File: config.mk
export PLATFORM = sky130hd
export DESIGN_NAME = rf_scoreboard
export DESIGN_NICKNAME = d
export VERILOG_FILES = /design/src/rtl/sb_pkg.sv /design/src/rtl/sb_retire_count.sv /design/src/rtl/rf_scoreboard.sv
export SDC_FILE = /design/constraint.sdc
export NUM_CORES = 1
export LEC_CHECK = 0
export ABC_AREA = 0
export BUFFER_PORTS_ARGS = -buffer_cell sky130_fd_sc_hd__buf_2
export CAP_MARGIN = 30
export CORE_UTILIZATION = 25
export CTS_BUF_LIST = sky130_fd_sc_hd__clkbuf_4 sky130_fd_sc_hd__clkbuf_8
export CTS_CLUSTER_DIAMETER = 200
export DETAILED_ROUTE_END_ITERATION = 7
export SLEW_MARGIN = 20
export SYNTH_ARGS = -nofsm -noshare
export SYNTH_HDL_FRONTEND = slang
export SYNTH_HIERARCHICAL = 1
export SYNTH_SLANG_ARGS = --single-unit
File: constraint.sdc
create_clock -name clock -period 7.3 [get_ports clock]
set_input_delay 1.095 -clock clock [delete_from_list [all_inputs] [get_ports clock]]
set_output_delay 1.095 -clock clock [all_outputs]
set_load 0.05 [all_outputs]
File: src/rtl/sb_pkg.sv
// sb_pkg: shared types and helpers for the register-dependency scoreboard.
package sb_pkg;
    localparam int REG_IDX_W = 5;
    typedef logic [REG_IDX_W-1:0] reg_idx_t;

    function automatic int cnt_max(input int cnt_w);
        return (1 << cnt_w) - 1;
    endfunction

    function automatic reg_idx_t idx_at(input logic [63:0] vec, input int i);
        return vec[i*REG_IDX_W +: REG_IDX_W];
    endfunction
endpackage

File: src/rtl/sb_retire_count.sv
// sb_retire_count: per-register count of retire ports hitting that register this cycle.
module sb_retire_count
    import sb_pkg::*;
#(
    parameter int NREG = 32,
    parameter int NRET = 1,
    parameter int HW   = $clog2(NRET + 1)
) (
    input  logic [NRET-1:0]            ret_valid_i,
    input  logic [NRET*REG_IDX_W-1:0]  ret_dst_i,
    output logic [NREG-1:0][HW-1:0]    hits_o
);
    always_comb begin
        for (int r = 0; r < NREG; r++) begin
            hits_o[r] = '0;
            for (int j = 0; j < NRET; j++)
                if (r != 0 && ret_valid_i[j] && ret_dst_i[j*REG_IDX_W +: REG_IDX_W] == reg_idx_t'(r))
                    hits_o[r] = hits_o[r] + HW'(1);
        end
    end
endmodule

File: src/rtl/rf_scoreboard.sv
// rf_scoreboard: saturating in-flight write counters per register with RAW/full issue gating.
// Define SB_RETIRE_BYPASS_EN to let same-cycle retires release a dependent issue.
module rf_scoreboard
    import sb_pkg::*;
#(
    parameter int NREG  = 32,
    parameter int NREAD = 2,
    parameter int NRET  = 1,
    parameter int CNT_W = 2
) (
    input  logic                        clock,
    input  logic                        reset,
    input  logic                        io_issue_valid,
    output logic                        io_issue_ready,
    input  logic                        io_issue_rf_we,
    input  reg_idx_t                    io_issue_rf_dst,
    input  logic [NREAD*REG_IDX_W-1:0]  io_issue_rs,
    input  logic [NREAD-1:0]            io_issue_rs_used,
    input  logic [NRET-1:0]             io_ret_valid,
    input  logic [NRET*REG_IDX_W-1:0]   io_ret_rf_dst,
    input  logic                        io_flush,
    output logic [NREG-1:0]             io_busy,
    output logic                        io_err
);
    localparam int HW = $clog2(NRET + 1);
    localparam logic [CNT_W-1:0] CMAX = CNT_W'(cnt_max(CNT_W));

    logic [NREG-1:0][CNT_W-1:0] cnt_q, cnt_d;
    logic                       err_q, err_d;
    logic [NREG-1:0][HW-1:0]    hits;
    logic [NREG-1:0]            eff_busy;
    logic [63:0]                rs_ext;
    logic                       raw, full, fire, uflow;
    reg_idx_t                   rs;
    int                         s;

    sb_retire_count #(.NREG(NREG), .NRET(NRET), .HW(HW)) u_hits (
        .ret_valid_i (io_ret_valid),
        .ret_dst_i   (io_ret_rf_dst),
        .hits_o      (hits)
    );

    assign rs_ext = 64'(io_issue_rs);

    always_comb begin
        for (int r = 0; r < NREG; r++) begin
`ifdef SB_RETIRE_BYPASS_EN
            eff_busy[r] = int'(cnt_q[r]) > int'(hits[r]);
`else
            eff_busy[r] = cnt_q[r] != '0;
`endif
            io_busy[r] = cnt_q[r] != '0;
        end
    end

    always_comb begin
        raw = 1'b0;
        rs  = '0;
        for (int i = 0; i < NREAD; i++) begin
            rs = idx_at(rs_ext, i);
            if (io_issue_rs_used[i] && rs != '0 && eff_busy[rs])
                raw = 1'b1;
        end
        full           = io_issue_rf_we && io_issue_rf_dst != '0 && cnt_q[io_issue_rf_dst] == CMAX;
        io_issue_ready = !raw && !full && !io_flush;
        fire           = io_issue_valid && io_issue_ready;
    end

    // A full register can never fire, so the increment cannot wrap.
    always_comb begin
        uflow = 1'b0;
        s     = 0;
        for (int r = 0; r < NREG; r++) begin
            s = int'(cnt_q[r]) + ((fire && io_issue_rf_we && r != 0 && io_issue_rf_dst == reg_idx_t'(r)) ? 1 : 0);
            uflow    = uflow | (int'(hits[r]) > s);
            cnt_d[r] = io_flush ? '0 : (int'(hits[r]) > s) ? '0 : CNT_W'(s - int'(hits[r]));
        end
        err_d = err_q | (!io_flush && uflow);
    end

    always_ff @(posedge clock or posedge reset) begin
        if (reset) begin
            cnt_q <= '0;
            err_q <= 1'b0;
        end else begin
            cnt_q <= cnt_d;
            err_q <= err_d;
        end
    end

    assign io_err = err_q;
endmodule

==> impl_metrics.py <==
metrics = {
    "outcome": {
        "outcome": "finished clean",
    },
    "sta": {
        "finClkSkew_ps": 6.81,
        "rsz0062_at_grt": "no",
        "hold_slack_ps": 580,
        "max_clock_freq_ghz": 0.190,
        "maxSlewHeadroom_pct": 32.1,
        "tns_ps": 0,
        "layout_min_cycle_time_ps": 5270,
        "slew_violations": 0,
        "tightest_slew_ps": 1020,
        "hold_viol": 0,
        "post-route-period-util_pct": 72.2,
        "setup_viol": 0,
    },
    "grt": {
        "grt_max_degree": 67,
        "grt_first_pass_wirelength_microns": 36600,
        "gr-usage-all-layers_pct": 15.5,
        "overflow": 0,
        "antenna_found_initial": 2,
        "grt_pass1_vias": 6249,
    },
    "setup_path": {
        "critPathBufInv": 3,
        "critPathCapture": "io_err",
        "path_depth": 17,
        "cp_top_family": "simple AND/OR/NAND/NOR gates",
        "crit_fanout": 21,
        "cp.arrival_ps": 5510,
        "crit_type": "input pin to flop",
        "end_kind": "flop",
        "critPathLaunchType": "input pin",
        "reg2reg_to": "io_err",
        "timing.rr.start": "cnt_q[60]",
        "reg2regPathDepth": 16,
        "cp_data_required_time_ps": 7540,
        "cp_slowest_cell": "mux4_1",
        "slowest_delay_ps": 620,
        "startpoint": "io_issue_rf_dst[0]",
        "reg2reg_slack_ps": 2580,
        "path_cells": "buf_2 -> mux4_1 -> mux2i_1 -> mux2i_1 -> a32oi_1 -> o2111ai_4 -> buf_4 -> nor3_2 -> ha_1 -> inv_1 -> ha_1 -> nor2_1 -> a21boi_0 -> nor4_1 -> nand4_1 -> nor3_1 -> o21bai_1",
    },
    "pwr": {
        "irDropWorstVdd_mv": 0.0925,
        "p_clk_share_pct": 42.0,
        "power_density_nw_per_um2": 103,
        "swShare_pct": 32.0,
        "p_leak_nw": 4.04,
        "p_seq_share_pct": 40.8,
        "combPwrFrac_pct": 17.2,
        "internal-power_mw": 0.607,
        "power.switching_mw": 0.286,
    },
    "run": {
        "max-cap-violations": 0,
    },
    "final_layout": {
        "fillers": 3300,
        "layout-drive-gt1-share_pct": 17.4,
        "layout_common_cells": "ha_1 (156), inv_1 (145), nor2_1 (88)",
        "num_antenna_cells": 0,
        "mostFrequentLayoutCell": "ha_1",
        "fin_nets": 1105,
        "syn_to_final_growth_pct": 11.0,
        "fin_area_sq_um": 8650,
    },
    "synthesis": {
        "syn_area_sq_um": 7790,
        "synth.avg_cell_area_sq_um": 8.88,
        "synthArstFlopShare_pct": 100,
        "ys.flop_type": "dfrtp_1",
        "ys_seq_area_share_pct": 20.9,
        "yosysTopAreaCell": "ha_1",
        "syn-num-nets": 1061,
        "synth_top_area_share_pct": 25.1,
        "ys_types": 71,
        "ys.warnings.count": 6,
        "synth_edf_count": 0,
        "synth-seq-cells": 65,
        "netlist_instances": 877,
        "synth_area_leaders": "ha_1 (25%), dfrtp_1 (21%), inv_1 (7.0%), mux4_2 (4.9%), nor2_1 (4.2%)",
    },
    "floorplan": {
        "coreArea_sq_um": 30600,
        "start_util_pct": 25.5,
        "fp-row-count": 64,
        "die_h_microns": 179,
        "boundaryPins": 62,
        "die_area_sq_um": 31900,
        "die_width_microns": 179,
    },
    "route": {
        "totalWireLength_microns": 23900,
        "wire_per_inst_microns": 18.1,
        "drc": 0,
        "first_pass_iters": 5,
        "drt_iter0_drc": 548,
        "vias": 6481,
        "drtAntennaViolNets": 0,
        "vias_per_cell": 4.90,
    },
    "clock_tree": {
        "cts_num_sinks": 65,
        "htreeDepth": 3,
        "cts_resized": 0,
        "clk_pin_slew_ps": 80,
        "cts_hold_buf": 0,
        "clkLatencyLatePin_ps": 390,
        "cts_buffer_depth": 2,
        "cts_setup_buffers": 0,
        "cts_buffers": 9,
        "cts_root_buf": "clkbuf_8",
        "cts_tree": "done",
    },
    "worst_hold_path": {
        "min_path_type": "flop to flop",
        "hold_depth": 1,
    },
    "placement": {
        "gp_congestion": 0.936,
        "io_buffers": 61,
        "dp_hpwl_microns": 18700,
        "post_dp_cell_area_sq_um": 8400,
    },
}
==> sequential cells by signal, summed over array words and instances, names as in the netlist <==
signal and cells:
io_err 1, cnt_q 64
==> worst register-to-register path, delay by kind of cell, from the launching register on <==
family | cells | cell delay (ps)
fa+ha+maj | 2 | 490
compound gates | 5 | 1170
simple gates | 6 | 1570
mux | 1 | 490
buf+inv | 2 | 420
flops | 1 | 430
==> layer usage <==
| layer | vias up | global-route usage (%) | share of wire (%) |
|---|---|---|---|
| li1 | 3054 | - | - |
| met1 | 3127 | 20.6 | 43 |
| met2 | 249 | 24.7 | 46 |
| met3 | 47 | 2.92 | 7.1 |
| met4 | 4 | 6.18 | 3.7 |
| met5 | - | 0 | 0.092 |
==> worst min-delay path by stage <==
stage / startpoint / endpoint
after floorplan: cnt_q[1] / cnt_q[1]
after global placement: cnt_q[1] / cnt_q[1]
after detailed placement: cnt_q[1] / cnt_q[1]
after CTS: cnt_q[1] / cnt_q[1]
after global routing: cnt_q[1] / cnt_q[1]
final: cnt_q[1] / cnt_q[1]
==> cells in the mapped netlist, types with 4 or more instances <==
master and count:
a21boi_0 14, a21oi_1 9, a22oi_1 10, a31oi_1 6, buf_1 8, buf_2 4
buf_6 5, clkbuf_1 10, dfrtp_1 65, ha_1 156, inv_1 146, mux2_2 10
mux2i_1 7, mux4_2 17, nand2_1 28, nand2b_1 16, nand3_1 17, nand4_1 4
nand4b_1 4, nor2_1 88, nor2b_1 23, nor3_1 55, nor3_2 30, nor3b_1 26
nor4_1 5, o2111ai_1 4, o22ai_1 5, or2_1 13, or2_2 4, xnor2_1 21
xor2_1 9
==> final cells by class <==
type | count | area [sq um] | share of cell area [%]
clock inverters | 6 | 92.6 | 1.07
repair buffers | 68 | 370 | 4.28
inverters | 149 | 576 | 6.66
clock buffers | 10 | 131 | 1.52
flip-flops and latches | 65 | 1630 | 18.8
multi-input cells | 628 | 5360 | 61.9
well taps | 396 | 495 | 5.73
==> power groups by stage <==
stage | Clock, mW | Combinational [mW] | Sequential (mW)
2_1_floorplan | 0 | 0.107 | 0.371
3_3_place_gp | 0 | 0.149 | 0.372
3_5_place_dp | 0 | 0.151 | 0.372
4_1_cts | 0.384 | 0.151 | 0.365
5_1_grt | 0.397 | 0.165 | 0.365
6_report | 0.375 | 0.154 | 0.365
==> kinds of logic (layout without fill, tap and decap cells) <==
kind of cell,after synthesis,in the layout,share of synthesized area [%]
AND/OR/NAND/NOR,335,335,24.9
other,1,1,0.0481
multiplexers,39,39,8.74
XOR/XNOR,30,30,3.37
AO/OA/AOI/OAI,67,67,6.42
adder cells (fa/ha/maj),156,156,25.1
buffers and inverters,184,233,10.6
flip-flops,65,65,20.9
==> metrics by stage <==
| step | power (mW) | cells | util (%) | setup slack, ps |
|---|---|---|---|---|
| detailed placement | 0.523 | 1305 | 27.5 | 1740 |
| CTS | 0.900 | 1321 | 28.2 | 2010 |
| global placement | 0.521 | 1305 | 27.5 | 1840 |
| finish | 0.893 | 1322 | 28.3 | 2030 |
| floorplan | 0.477 | 877 | - | 2460 |
| global route | 0.927 | 1322 | 28.3 | 1870 |
No activity file was read; power rests on OpenSTA's default activity.
